==> src/rtl/piezo_tone_decoder_if.sv <==
// Tone path bundle: square wave into the decoder and the decoded note coming back.
interface piezo_tone_decoder_if;
    logic       tone_in;
    logic [3:0] mode;
    logic       valid;
    logic       note_change;

    modport master (output tone_in, input mode, valid, note_change);
    modport slave  (input tone_in, output mode, valid, note_change);
endinterface

==> src/rtl/piezo_tone_decoder.sv <==
// Square-wave half-period meter that matches against the 8-note table and
// reports a debounced note code (0 = silence/unknown).
module piezo_tone_decoder #(
    parameter int TOL       = 8,
    parameter int MATCH_CNT = 3,
    parameter int TIMEOUT   = 4000
) (
    input  logic                 clk_1MHz,
    input  logic                 rst,
    piezo_tone_decoder_if.slave  tone
);
    typedef enum logic [1:0] {IDLE, ACQUIRE, LOCKED} state_t;

    localparam logic [12:0] TOL_W     = 13'(TOL);
    localparam logic [11:0] TIMEOUT_W = 12'(TIMEOUT);
    localparam logic [2:0]  MATCH_W   = 3'(MATCH_CNT);

    function automatic logic [12:0] nom(input int k);
        case (k)
            1:       nom = 13'd1912;
            2:       nom = 13'd1704;
            3:       nom = 13'd1518;
            4:       nom = 13'd1433;
            5:       nom = 13'd1276;
            6:       nom = 13'd1137;
            7:       nom = 13'd1013;
            default: nom = 13'd957;
        endcase
    endfunction

    logic        sync1_q, sync1_d, sync2_q, sync2_d, prev_q, prev_d;
    logic [11:0] hp_cnt_q, hp_cnt_d;
    logic [2:0]  run_q, run_d;
    logic [3:0]  run_code_q, run_code_d;
    state_t      state_q, state_d;
    logic [3:0]  mode_q, mode_d;
    logic        valid_q, valid_d;
    logic        note_change_q, note_change_d;

    logic        tone_edge;
    logic [12:0] hp;
    logic [3:0]  code;

    assign tone_edge = sync2_q ^ prev_q;
    // hp is one more than the count, since the count is cleared on the edge cycle itself
    assign hp = {1'b0, hp_cnt_q} + 13'd1;

    always_comb begin
        code = 4'd0;
        for (int k = 1; k <= 8; k++)
            if ((hp + TOL_W >= nom(k)) && (hp <= nom(k) + TOL_W))
                code = 4'(k);
    end

    always_comb begin
        sync1_d    = tone.tone_in;
        sync2_d    = sync1_q;
        prev_d     = sync2_q;
        hp_cnt_d   = hp_cnt_q;
        run_d      = run_q;
        run_code_d = run_code_q;
        state_d    = state_q;
        mode_d     = mode_q;

        if (tone_edge)
            hp_cnt_d = 12'd0;
        else if (hp_cnt_q != TIMEOUT_W)
            hp_cnt_d = hp_cnt_q + 12'd1;

        if (tone_edge) begin
            if (code == 4'd0)
                run_d = 3'd0;
            else if (code == run_code_q)
                run_d = (run_q >= MATCH_W) ? MATCH_W : run_q + 3'd1;
            else begin
                run_d      = 3'd1;
                run_code_d = code;
            end

            // A pending note change while LOCKED keeps the old mode until it qualifies
            if (code == 4'd0) begin
                state_d = IDLE;
                mode_d  = 4'd0;
            end else if (run_d == MATCH_W) begin
                state_d = LOCKED;
                mode_d  = run_code_d;
            end else if (state_q == IDLE) begin
                state_d = ACQUIRE;
            end
        end else if (hp_cnt_q == TIMEOUT_W) begin
            state_d = IDLE;
            mode_d  = 4'd0;
            run_d   = 3'd0;
        end

        valid_d       = (mode_d != 4'd0);
        note_change_d = (mode_d != mode_q);
    end

    always_ff @(posedge clk_1MHz or posedge rst) begin
        if (rst) begin
            sync1_q       <= 1'b0;
            sync2_q       <= 1'b0;
            prev_q        <= 1'b0;
            hp_cnt_q      <= 12'd0;
            run_q         <= 3'd0;
            run_code_q    <= 4'd0;
            state_q       <= IDLE;
            mode_q        <= 4'd0;
            valid_q       <= 1'b0;
            note_change_q <= 1'b0;
        end else begin
            sync1_q       <= sync1_d;
            sync2_q       <= sync2_d;
            prev_q        <= prev_d;
            hp_cnt_q      <= hp_cnt_d;
            run_q         <= run_d;
            run_code_q    <= run_code_d;
            state_q       <= state_d;
            mode_q        <= mode_d;
            valid_q       <= valid_d;
            note_change_q <= note_change_d;
        end
    end

    assign tone.mode        = mode_q;
    assign tone.valid       = valid_q;
    assign tone.note_change = note_change_q;
endmodule

==> src/flat_wrapper.sv <==
// flat-port wrapper written by rule: the top's interface ports become plain ports
module piezo_tone_decoder_flat 
#(
    parameter int TOL       = 8,
    parameter int MATCH_CNT = 3,
    parameter int TIMEOUT   = 4000
)
  (clk_1MHz, rst, tone_tone_in, tone_mode, tone_valid, tone_note_change);
  piezo_tone_decoder_if tone_i ();
  input  logic clk_1MHz;
  input  logic rst;
  input wire logic [$bits(tone_i.tone_in)-1:0] tone_tone_in;
  output wire logic [$bits(tone_i.mode)-1:0] tone_mode;
  output wire logic [$bits(tone_i.valid)-1:0] tone_valid;
  output wire logic [$bits(tone_i.note_change)-1:0] tone_note_change;
  assign tone_i.tone_in = tone_tone_in;
  assign tone_mode = tone_i.mode;
  assign tone_valid = tone_i.valid;
  assign tone_note_change = tone_i.note_change;
  piezo_tone_decoder #(.TOL(TOL), .MATCH_CNT(MATCH_CNT), .TIMEOUT(TIMEOUT)) u_core (.clk_1MHz(clk_1MHz), .rst(rst), .tone(tone_i));
endmodule
==> config.mk <==
export PLATFORM = sky130hd
export DESIGN_NAME = piezo_tone_decoder_flat
export DESIGN_NICKNAME = d
export VERILOG_FILES = /design/src/rtl/piezo_tone_decoder_if.sv /design/src/rtl/piezo_tone_decoder.sv /design/src/flat_wrapper.sv
export SDC_FILE = /design/constraint.sdc
export NUM_CORES = 1
export LEC_CHECK = 0
export BUFFER_PORTS_ARGS = -buffer_cell sky130_fd_sc_hd__buf_4
export CAP_MARGIN = 20
export CORE_MARGIN = 3
export CORE_UTILIZATION = 55
export CTS_BUF_LIST = sky130_fd_sc_hd__clkbuf_8 sky130_fd_sc_hd__clkbuf_16
export DETAILED_ROUTE_END_ITERATION = 10
export HOLD_SLACK_MARGIN = 0.08
export PLACE_DENSITY = 0.78
export REMOVE_ABC_BUFFERS = 1
export SLEW_MARGIN = 20
export SYNTH_ARGS = -nofsm -noshare
export SYNTH_HDL_FRONTEND = slang
export SYNTH_SLANG_ARGS = --single-unit
==> constraint.sdc <==
create_clock -name clk_1MHz -period 5.68 [get_ports clk_1MHz]
set_input_delay 0.852 -clock clk_1MHz [delete_from_list [all_inputs] [get_ports clk_1MHz]]
set_output_delay 0.852 -clock clk_1MHz [all_outputs]
set_load 0.005 [all_outputs]
==> summary.md <==
| Metric | Value |
|---|---|
| Via count | 3,213 |
| Placed Cells | 454 |
| Post-route ant nets | 0 |
| Cell Pwr Density | 128 nW/um^2 |
| Largest net degree at the start of global routing | 29 |
| Layout cell share with drive strength beyond 1 | 15.3% |
| Startpoint Class | flop |
| Worst-Skew Late Latency | 0.28 ns |
| RSZ-0062 raised after global routing | no |
| Max-slew violation count | 0 |
| Maxcap violations | 0 |
| First-pass GRT wire length | 15,300 microns |
| Most used flip-flop cell after synthesis | dfrtp_1 |
| Worst reg2reg path startpoint | u_core.hp_cnt_q[0]$_DFFE_PP0P_ |
| Reg area | 701 sq um |
| Syn. warnings | 0 |
| Die X | 83.6 microns |
| Terminus of the critical flop-to-flop path | u_core.tone.mode[3]$_DFF_PP0_ |
| Port bufs | 8 |
| Post-layout util | 60.1% |
| DRT iter0 DRCs | 369 |
| GRT overflow | 0 |
| # diodes | 0 |
| CTS Buf Count | 3 |
| Tmin final | 5.09 ns |
| Least-Margin Pin Slew | 0.810 ns |
| Boundary pin count | 9 |
| Avg Cell Area, Syn | 8.43 sq um |
| Leakage power | 1.34 nW |
| Worst VDD drop | 0.134 mV |
| Worst setup EP type | flop |
| DRT Pass-1 Iters | 5 |
| Hold Path Class | flop to flop |
| Seq/Total Area, Yosys | 21.1% |
| Worst r2r path cells | 17 |
| HPWL Detailed | 7100 microns |
| Ys async rst share | 100% |
| Fin nets | 401 |
| Max H-tree Level | 1 |
| Fmax | 0.197 GHz |
| Reg2reg setup slack | 0.59 ns |
| Setup-failing EPs final | 0 |
| GRT Total Usage | 26.1% |
| Initial antenna violation count | 0 |
| Worst Path Max Fanout | 20 |
| Hold Path Cell Cnt | 0 |
| Yosys reg bits | 28 |
| Clk sinks | 28 |
| Hold Path End | u_core.prev_d$_DFF_PP0_ |
| Core area | 5680 sq um |
| CP arrival | 5.23 ns |
| Status | finished clean |
| Yosys cell types | 98 |
| Worst-path clk slew | 0.10 ns |
| Fin crit share | 89.6% |
| Slew HR | 45.6% |
| DRC violations left | 0 |
| Mapped Cells | 393 |
| Area Overhead vs Synth | 2.87% |
| Power Total | 437 uW |
| # Post-CTS Setup Buffers | 0 |
| Hold Vio Cnt, Final | 0 |
| CP Data Required Time | 5.82 ns |
| Gpl congestion | 1.02 |
| Hold Slack | 0.366 ns |
| Root Buffer | clkbuf_8 |
| Hold Buf Count CTS | 0 |
| Die ar. | 6990 sq um |
| Starting density of the core | 58.4% |
| Via density | 7.02 |
| Row count | 27 |
| Post-Layout Cell Count | 458 |
| Setup Skew | 0.0169 ns |
| Die height | 83.6 microns |
| Number of synthesized flops with an enable pin | 0 |
| Hold_sp | u_core.sync1_q$_DFF_PP0_ |
| Total wire length | 9320 microns |
| CTS tree | built |
| Post_cts resized | 0 |
| Multi-input gate area | 2400 sq um |
| CTS Buffer Depth | 2 |
| Setup TNS | 0 ns |
| WL per Instance | 20.3 microns |
| Worst setup path category | flop to flop |
| Vias in the first global route | 3,060 |
| Fillers | 528 |
| Syn Std Cell Area | 3310 sq um |
layer usage:
metal / wire (microns) / GRT usage, % / part of all wire, %
met1: 3830 / 34.3 / 41
met2: 4480 / 43.2 / 48
met3: 668 / 2.57 / 7.2
met4: 335 / 11.7 / 3.6
met5: 0 / 0 / 0
cell families (layout without fill, tap and decap cells):
logic type                 Yosys count  count (layout)  synth area share, %
muxes                                3               3                0.944
DFF                                 28              28                 21.1
buffers and inverters               44              37                 6.49
and+or+nand+nor                    157             157                 29.3
AOI/OAI and AO/OA                  124             124                 30.7
adders and majority gates           11              11                 4.15
xor gates and xnor gates            26              26                 7.32
cell type report:
cell class / instances / area share [%]
multi-input cells: 321 / 70.3
repair buffers: 11 / 2.42
clock buffers: 4 / 1.61
inverters: 22 / 2.42
flip-flops and latches: 28 / 20.6
well taps: 72 / 2.64
Yosys cell counts, types with 3 or more instances:
library cell / count / share of area (%)
o21a_1: 4 / 0.91
nand3b_1: 5 / 1.1
or3_1: 5 / 0.94
dfrtp_1: 28 / 21
nand4_1: 5 / 0.94
nor4b_1: 3 / 0.79
o21ai_0: 12 / 1.8
xnor2_1: 22 / 5.8
a21o_1: 6 / 1.4
inv_1: 22 / 2.5
nand2_1: 31 / 3.5
nand3_1: 12 / 1.8
clkbuf_1: 5 / 0.57
nand2b_1: 5 / 0.94
nor4_1: 6 / 1.1
and3_1: 5 / 0.94
o21ai_1: 4 / 0.60
buf_6: 3 / 1.0
buf_4: 4 / 0.91
o41ai_1: 3 / 0.79
o22ai_1: 4 / 0.75
nor3_2: 5 / 1.5
ha_1: 11 / 4.2
nand4b_1: 3 / 0.79
a21oi_1: 16 / 2.4
o31ai_1: 4 / 0.91
nor2_1: 28 / 3.2
a32oi_1: 3 / 0.79
a22oi_1: 3 / 0.68
nor3_1: 9 / 1.4
buf_2: 10 / 1.5
a211oi_1: 3 / 0.68
o211ai_1: 4 / 0.91
a31oi_1: 8 / 1.5
nor2b_1: 5 / 0.94
and2_1: 4 / 0.75
power breakdown:
part / switching (mW) / internal [mW]
clock: 0.0604 / 0.0620
combinational: 0.0694 / 0.0297
sequential: 0.0120 / 0.204
cell usage in the layout, fill, tap and decap left out, types with 5 or more instances in the layout:
cell / count
or3_1: 5
xnor2_1: 22
a21oi_1: 16
dfrtp_1: 28
nand2b_1: 5
buf_4: 11
inv_1: 21
a31oi_1: 8
o21ai_0: 12
nand2_1: 31
nand3_1: 12
nor4_1: 6
nor3_2: 5
a21o_1: 6
nand3b_1: 5
and3_1: 5
ha_1: 11
nor3_1: 9
nor2b_1: 5
nor2_1: 28
nand4_1: 5
sequential cells by signal, indices dropped and copies added, names as in the netlist:
| signal | flops |
|---|---|
| u_core.hp_cnt_q | 12 |
| u_core.run_q | 3 |
| u_core.prev_d | 1 |
| u_core.tone.note_change | 1 |
| u_core.prev_q | 1 |
| u_core.tone.mode | 4 |
| u_core.sync1_q | 1 |
| u_core.tone.valid | 1 |
| u_core.run_code_q | 4 |
stage by stage:
step,setup WS [ns],instance area [sq um]
finish,0.593,3410
global route,0.241,3410
CTS,0.673,3410
detailed placement,0.676,3350
global placement,0.931,3350
floorplan,1.11,3180
worst max-delay path by stage:
stage,from,end,slack [ns]
floorplan,u_core.hp_cnt_q[0]$_DFFE_PP0P_,u_core.tone.mode[3]$_DFF_PP0_,1.11
global placement,u_core.hp_cnt_q[0]$_DFFE_PP0P_,u_core.tone.mode[3]$_DFF_PP0_,0.93
detailed placement,u_core.hp_cnt_q[0]$_DFFE_PP0P_,u_core.tone.mode[3]$_DFF_PP0_,0.68
CTS,u_core.hp_cnt_q[0]$_DFFE_PP0P_,u_core.tone.mode[3]$_DFF_PP0_,0.67
global route,u_core.hp_cnt_q[0]$_DFFE_PP0P_,u_core.tone.mode[3]$_DFF_PP0_,0.24
finish,u_core.hp_cnt_q[0]$_DFFE_PP0P_,u_core.tone.mode[3]$_DFF_PP0_,0.59
worst max-delay path, stage by stage, from the launching register on:
cell,delay (ns)
dfrtp_1,0.59
ha_1,0.30
buf_4,0.20
and3_1,0.29
xnor2_1,0.47
inv_1,0.14
ha_1,0.30
inv_1,0.13
nor2_1,0.07
a21oi_1,0.29
mux2_2,0.39
o21ai_0,0.43
a22oi_4,0.15
a2111oi_1,0.45
a311o_2,0.22
nand4_4,0.14
a31oi_4,0.26
o32ai_1,0.12
Power figures use the tool's default switching activity.
